==> config.mk <==
export PLATFORM = sky130hd
export DESIGN_NAME = drm_activator_stream_arbiter
export DESIGN_NICKNAME = d
export VERILOG_FILES = /design/src/rtl/drm_activator_stream_arbiter.sv
export SDC_FILE = /design/constraint.sdc
export NUM_CORES = 1
export LEC_CHECK = 0
export ABC_AREA = 1
export ABC_CLOCK_PERIOD_IN_PS = 2200
export CAP_MARGIN = 20
export CORE_AREA = 10 10 129 131
export DETAILED_ROUTE_END_ITERATION = 10
export DIE_AREA = 0 0 139 141
export GPL_ROUTABILITY_DRIVEN = 1
export PLACE_DENSITY = 0.7
export SETUP_SLACK_MARGIN = 0.5
export SLEW_MARGIN = 20
export SYNTH_ARGS = -nofsm -noshare
export SYNTH_HDL_FRONTEND = slang
export SYNTH_SLANG_ARGS = --single-unit
==> constraint.sdc <==
create_clock -name drm_aclk -period 2.2 [get_ports drm_aclk]
set_clock_uncertainty 0.2 [all_clocks]
set_input_delay 0.44 -clock drm_aclk [delete_from_list [all_inputs] [get_ports drm_aclk]]
set_output_delay 0.44 -clock drm_aclk [all_outputs]
set_load 0.02 [all_outputs]
==> src/rtl/drm_activator_stream_arbiter.sv <==
// ---------------------------------------------------------------------------
// drm_activator_stream_arbiter
//
// Shares one DRM Controller AXI4-Stream channel pair between NUM_PORTS DRM IP
// activators. Requests (activator -> DRM) are arbitrated packet by packet in
// round-robin order. The next response packet (DRM -> activator) is routed
// back to the activator that sent the request. There is no buffering: the
// granted port is a combinational pass-through.
//
// Ports:
//   drm_aclk, drm_arstn       clock, asynchronous active-low reset
//   act_send_*                per-activator request streams (32-bit lanes)
//   act_recv_*                per-activator response streams (32-bit lanes)
//   uip_to_drm_*              merged request stream to the DRM Controller
//   drm_to_uip_*              response stream from the DRM Controller
//   grant_id                  index of the port currently owning the channel
//   busy                      high whenever a transaction is in progress
//   timeout_err               one-cycle pulse when a response never started
//   stray_drop                one-cycle pulse per discarded unsolicited beat
// ---------------------------------------------------------------------------
module drm_activator_stream_arbiter #(
    parameter  int unsigned NUM_PORTS    = 4,
    parameter  int unsigned RESP_TIMEOUT = 1024,
    localparam int unsigned IDW          = (NUM_PORTS > 2) ? $clog2(NUM_PORTS) : 1
) (
    input  logic                    drm_aclk,
    input  logic                    drm_arstn,

    input  logic [NUM_PORTS-1:0]    act_send_tvalid,
    output logic [NUM_PORTS-1:0]    act_send_tready,
    input  logic [32*NUM_PORTS-1:0] act_send_tdata,
    input  logic [NUM_PORTS-1:0]    act_send_tlast,

    output logic [NUM_PORTS-1:0]    act_recv_tvalid,
    input  logic [NUM_PORTS-1:0]    act_recv_tready,
    output logic [32*NUM_PORTS-1:0] act_recv_tdata,
    output logic [NUM_PORTS-1:0]    act_recv_tlast,

    output logic                    uip_to_drm_tvalid,
    input  logic                    uip_to_drm_tready,
    output logic [31:0]             uip_to_drm_tdata,
    output logic                    uip_to_drm_tlast,

    input  logic                    drm_to_uip_tvalid,
    output logic                    drm_to_uip_tready,
    input  logic [31:0]             drm_to_uip_tdata,
    input  logic                    drm_to_uip_tlast,

    output logic [IDW-1:0]          grant_id,
    output logic                    busy,
    output logic                    timeout_err,
    output logic                    stray_drop
);

    localparam int unsigned CW = $clog2(RESP_TIMEOUT);
    localparam logic [CW-1:0] TMAX = CW'(RESP_TIMEOUT - 1);

    typedef enum logic [1:0] {
        StIdle,
        StFwdReq,
        StWaitRsp,
        StFwdRsp
    } state_t;

    state_t          state;
    logic [IDW-1:0]  last_grant;
    logic [CW-1:0]   wait_cnt;

    // Round-robin pick
    logic            arb_found;
    logic [IDW-1:0]  arb_idx;
    int              cand;
    logic [IDW-1:0]  cand_idx;

    // Granted-port view
    logic            sel_valid;
    logic [31:0]     sel_data;
    logic            sel_last;
    logic            sel_rready;

    logic            req_hs;
    logic            rsp_hs;

    // First requester searching upward from last_grant+1, wrapping at NUM_PORTS.
    always_comb begin
        arb_found = 1'b0;
        arb_idx   = '0;
        cand      = 0;
        cand_idx  = '0;
        for (int i = 1; i <= int'(NUM_PORTS); i++) begin
            cand     = (int'(last_grant) + i) % int'(NUM_PORTS);
            cand_idx = IDW'(cand);
            if (!arb_found && act_send_tvalid[cand_idx]) begin
                arb_found = 1'b1;
                arb_idx   = cand_idx;
            end
        end
    end

    always_comb begin
        sel_valid  = 1'b0;
        sel_data   = '0;
        sel_last   = 1'b0;
        sel_rready = 1'b0;
        for (int p = 0; p < int'(NUM_PORTS); p++) begin
            if (IDW'(p) == grant_id) begin
                sel_valid  = act_send_tvalid[p];
                sel_data   = act_send_tdata[32*p +: 32];
                sel_last   = act_send_tlast[p];
                sel_rready = act_recv_tready[p];
            end
        end
    end

    always_comb begin
        act_send_tready   = '0;
        act_recv_tvalid   = '0;
        uip_to_drm_tvalid = 1'b0;
        uip_to_drm_tdata  = '0;
        uip_to_drm_tlast  = 1'b0;
        drm_to_uip_tready = 1'b0;
        // Response data fans out to every port; only the owner's tvalid qualifies it.
        act_recv_tdata    = {NUM_PORTS{drm_to_uip_tdata}};
        act_recv_tlast    = {NUM_PORTS{drm_to_uip_tlast}};
        unique case (state)
            StIdle: begin
                // Held low while in reset so every ready/valid output reads 0.
                drm_to_uip_tready = drm_arstn;
            end
            StFwdReq: begin
                uip_to_drm_tvalid         = sel_valid;
                uip_to_drm_tdata          = sel_data;
                uip_to_drm_tlast          = sel_last;
                act_send_tready[grant_id] = uip_to_drm_tready;
                drm_to_uip_tready         = 1'b1;
            end
            StWaitRsp, StFwdRsp: begin
                act_recv_tvalid[grant_id] = drm_to_uip_tvalid;
                drm_to_uip_tready         = sel_rready;
            end
            default: ;
        endcase
    end

    assign req_hs = uip_to_drm_tvalid & uip_to_drm_tready;
    assign rsp_hs = drm_to_uip_tvalid & drm_to_uip_tready;
    assign busy   = (state != StIdle);

    always_ff @(posedge drm_aclk or negedge drm_arstn) begin
        if (!drm_arstn) begin
            state       <= StIdle;
            grant_id    <= '0;
            last_grant  <= IDW'(NUM_PORTS - 1);
            wait_cnt    <= '0;
            timeout_err <= 1'b0;
            stray_drop  <= 1'b0;
        end else begin
            timeout_err <= 1'b0;
            stray_drop  <= 1'b0;
            unique case (state)
                StIdle: begin
                    stray_drop <= rsp_hs;
                    if (arb_found) begin
                        grant_id <= arb_idx;
                        state    <= StFwdReq;
                    end
                end
                StFwdReq: begin
                    stray_drop <= rsp_hs;
                    if (req_hs && sel_last) begin
                        last_grant <= grant_id;
                        wait_cnt   <= '0;
                        state      <= StWaitRsp;
                    end
                end
                StWaitRsp: begin
                    if (rsp_hs) begin
                        state <= drm_to_uip_tlast ? StIdle : StFwdRsp;
                    end else if (wait_cnt == TMAX) begin
                        // Port still counts as served: last_grant was already advanced.
                        state       <= StIdle;
                        timeout_err <= 1'b1;
                    end else begin
                        wait_cnt <= wait_cnt + 1'b1;
                    end
                end
                StFwdRsp: begin
                    if (rsp_hs && drm_to_uip_tlast) begin
                        state <= StIdle;
                    end
                end
                default: state <= StIdle;
            endcase
        end
    end

endmodule

==> metrics <==
Port Buffers=196; post-synth design cell area=between 3000 and 4000 µm²; TritonCTS clock tree=yes; Synth Area in Simple Gates=0.282; WL/cell=20.0 µm; CTS root buffer=clkbuf_16; total track usage=0.155; Async SR Flop Fraction=1.00; Rows=44; leakage power=2.94 nW; Peak supply drop=between 700 and 800 µV; setup ws final=-0.216 ns; Post-Syn Nets=730; failing checks=setup timing; Final Max Tran Viols=0; pin count of the biggest net entering global routing=29; clk_lat worst skew=approximately 0.25 ns; Avg Inst Size Synth=6.07 µm²; slew margin rel.=0.598; CTS Buffer Depth=2; H-tree Lvls=1; placeable core area=14200 µm²; pwr dens=1320 nW/µm²; DRT Wirelength=17.8 mm; worst slew pin tran=~0.6 ns; total power=8.49 mW; Yosys warnings=0; vias in the first global route=4022; Final min period=about 2.4 ns; Vias=4110; Ant. Diodes=0; Clk network pwr share=0.044; Final HPWL DP=~13 mm; P_sw=between 4 and 5 mW; setup_tns=-4.43 ns; Max FO, Critical Path=6; Post-Place Cells=839; Die Height=141 µm; initial antenna violation count=0; adder-cell share of the synthesized area=0.00373; unique cell type count in the Yosys netlist=29; portion of netlist area occupied by mux cells=0; DRC viols=0; CTS buffer count=3; # nets final=883; Crit. End Element=output pin; Worst-path clk slew=0.05 ns; DIE WIDTH=around 140 µm; Synth Area in Compound Gates=0.181; vias per inst=4.63; Reg power frac=0.066; nature of the critical path startpoint=flip-flop; Req. time, crit path=1.56 ns; first-pass GRT wire length=24.5 mm; Post-synth EDFFs=0; Layout fillers=between 1000 and 1500; non-filler cells, final=888; top post-synthesis cells by area=buf_4, nand2_1, dfrtp_1; Gate Count Post-Synth=552; Pint=between 4 and 5 mW; Synth top area share=0.298; clock sink count=18; Seq/Total Area, Yosys=0.135; Hold WC Path Type=flip-flop to flip-flop; status=finished, violations left; routability cong.=0.857; Hold Fails Final Rpt=0; ratio of cells with drive above 1 in the final layout=0.477; unrepaired setup endpoints after global routing=true; fmax=414 MHz; largest family of logic cells by synthesized area=buffers and inverters; Setup violations, final=46; DRT Pass-1 Iters=4; worst hold margin=~0.33 ns; # IOs=about 360; initial DRC count=252; max_cap viols=0; initial core utilization=0.236; Yosys top cell by area=buf_4; CTS Hold Buffers Added=0; antenna-violating nets left=0; combinational share of power=0.890; die area=around 20000 µm²; GR Overflow Total=0; Synth Flop Type=dfrtp_1; P&R area growth vs syn=91.5%; Sw Share=0.493; Crit Path Category=flip-flop to output pin; Synth Area in XOR/XNOR=0.0157; CP arrival=~1.8 ns; final worst path period share=1.10; Seq cells post-synth=18
-- cells in the final DEF (no fill, tap or decap), drive strengths merged, types with 7 or more instances in the layout --
| cell type | n |
|---|---|
| nand3 | 37 |
| clkdlybuf4s50 | 137 |
| o21bai | 7 |
| inv | 51 |
| o21ai | 42 |
| dlygate4sd2 | 8 |
| o22ai | 10 |
| buf | 144 |
| nor2 | 52 |
| dfrtp | 16 |
| clkbuf | 9 |
| a21oi | 16 |
| nand2 | 125 |
| o211ai | 16 |
-- power groups by stage --
stage / Clock [mW] / Combinational, mW / Sequential (mW)
floorplan: 0 / 3.24 / 0.553
global placement: 0 / 5.18 / 0.547
detailed placement: 0 / 5.19 / 0.549
CTS: 0.375 / 6.24 / 0.545
global route: 0.395 / 8.05 / 0.572
finish: 0.373 / 7.56 / 0.560
-- synthesized netlist by cell type (all sizes together) (6+ instances only) --
library cell	number
nor2	52
nand3	37
o21bai	7
a21oi	16
o22ai	10
nand4	6
o211ai	16
dfrtp	16
o221ai	6
xor2	6
buf	139
clkbuf	13
inv	51
o21ai	42
nand2	124
-- repair_timing --
action,in CTS,in global routing
pin swaps,17,35
buffers inserted,29,10
setup endpoints to repair,70,64
gates resized for setup,331,143
hold endpoints to repair,0,0
cloned,1,5
-- metrics by stage --
step / setup WS, ns / utilization / instance area, µm²
floorplan: 0.153 / - / 3550
global placement: -0.465 / 0.356 / 5060
detailed placement: -0.487 / 0.356 / 5060
CTS: -0.230 / 0.400 / 5680
global route: -0.266 / 0.452 / 6420
finish: -0.216 / 0.452 / 6420
-- flip-flops by register name (all words and copies together), names as in the netlist --
| name | flops |
|---|---|
| grant_id | 2 |
| last_grant | 2 |
| state | 2 |
| stray_drop | 1 |
| timeout_err | 1 |
| wait_cnt | 10 |
-- logic make-up (layout without fill, tap and decap cells) --
family / after synthesis / in the layout
AOI/OAI and AO/OA: 99 / 99
adders and majority gates: 1 / 1
xor gates and xnor gates: 6 / 6
buffers and inverters: 203 / 354
DFF: 18 / 18
and+or+nand+nor: 225 / 226
-- final cells by class --
cell class,count,area (µm²),share of cell area
clock buffers,4,78.8,0.0123
inverters,51,231,0.0360
multi-input cells,332,2390,0.372
flip-flops and latches,18,455,0.0709
well taps,184,230,0.0358
repair buffers,299,3040,0.473
-- worst max-delay path, cell delays in order, from the launching register on --
cell and delay [ns]:
dfrtp_2 0.48, nor2_4 0.14, buf_6 0.14, inv_12 0.04, buf_8 0.11, buf_8 0.12, o221ai_2 0.15, buf_4 0.15
a21oi_4 0.05, buf_6 0.13
-- final timing paths --
check | from | endpoint | slack, ns | depth (start not counted)
hold reg to reg | wait_cnt[5] | wait_cnt[5] | 0.33 | 2
setup reg to reg | grant_id[0] | wait_cnt[7] | -0.06 | 14
setup / recovery | grant_id[0] | uip_to_drm_tdata[22] | -0.22 | 9
hold / removal | wait_cnt[5] | wait_cnt[5] | 0.33 | 2
max in group asynchronous | drm_arstn | last_grant[1] | 1.13 | 2
min in group asynchronous | drm_arstn | stray_drop | 0.40 | 2
-- metal layers --
| metal | GRT usage | vias up | share of wire |
|---|---|---|---|
| met2 | 0.291 | 250 | 0.54 |
| met1 | 0.169 | 1876 | 0.36 |
| met5 | 0 | - | 0 |
| met3 | 0.0507 | 20 | 0.091 |
| met4 | 0.0198 | 0 | 0.0081 |
| li1 | - | 1964 | - |
Power figures use the tool's default switching activity.
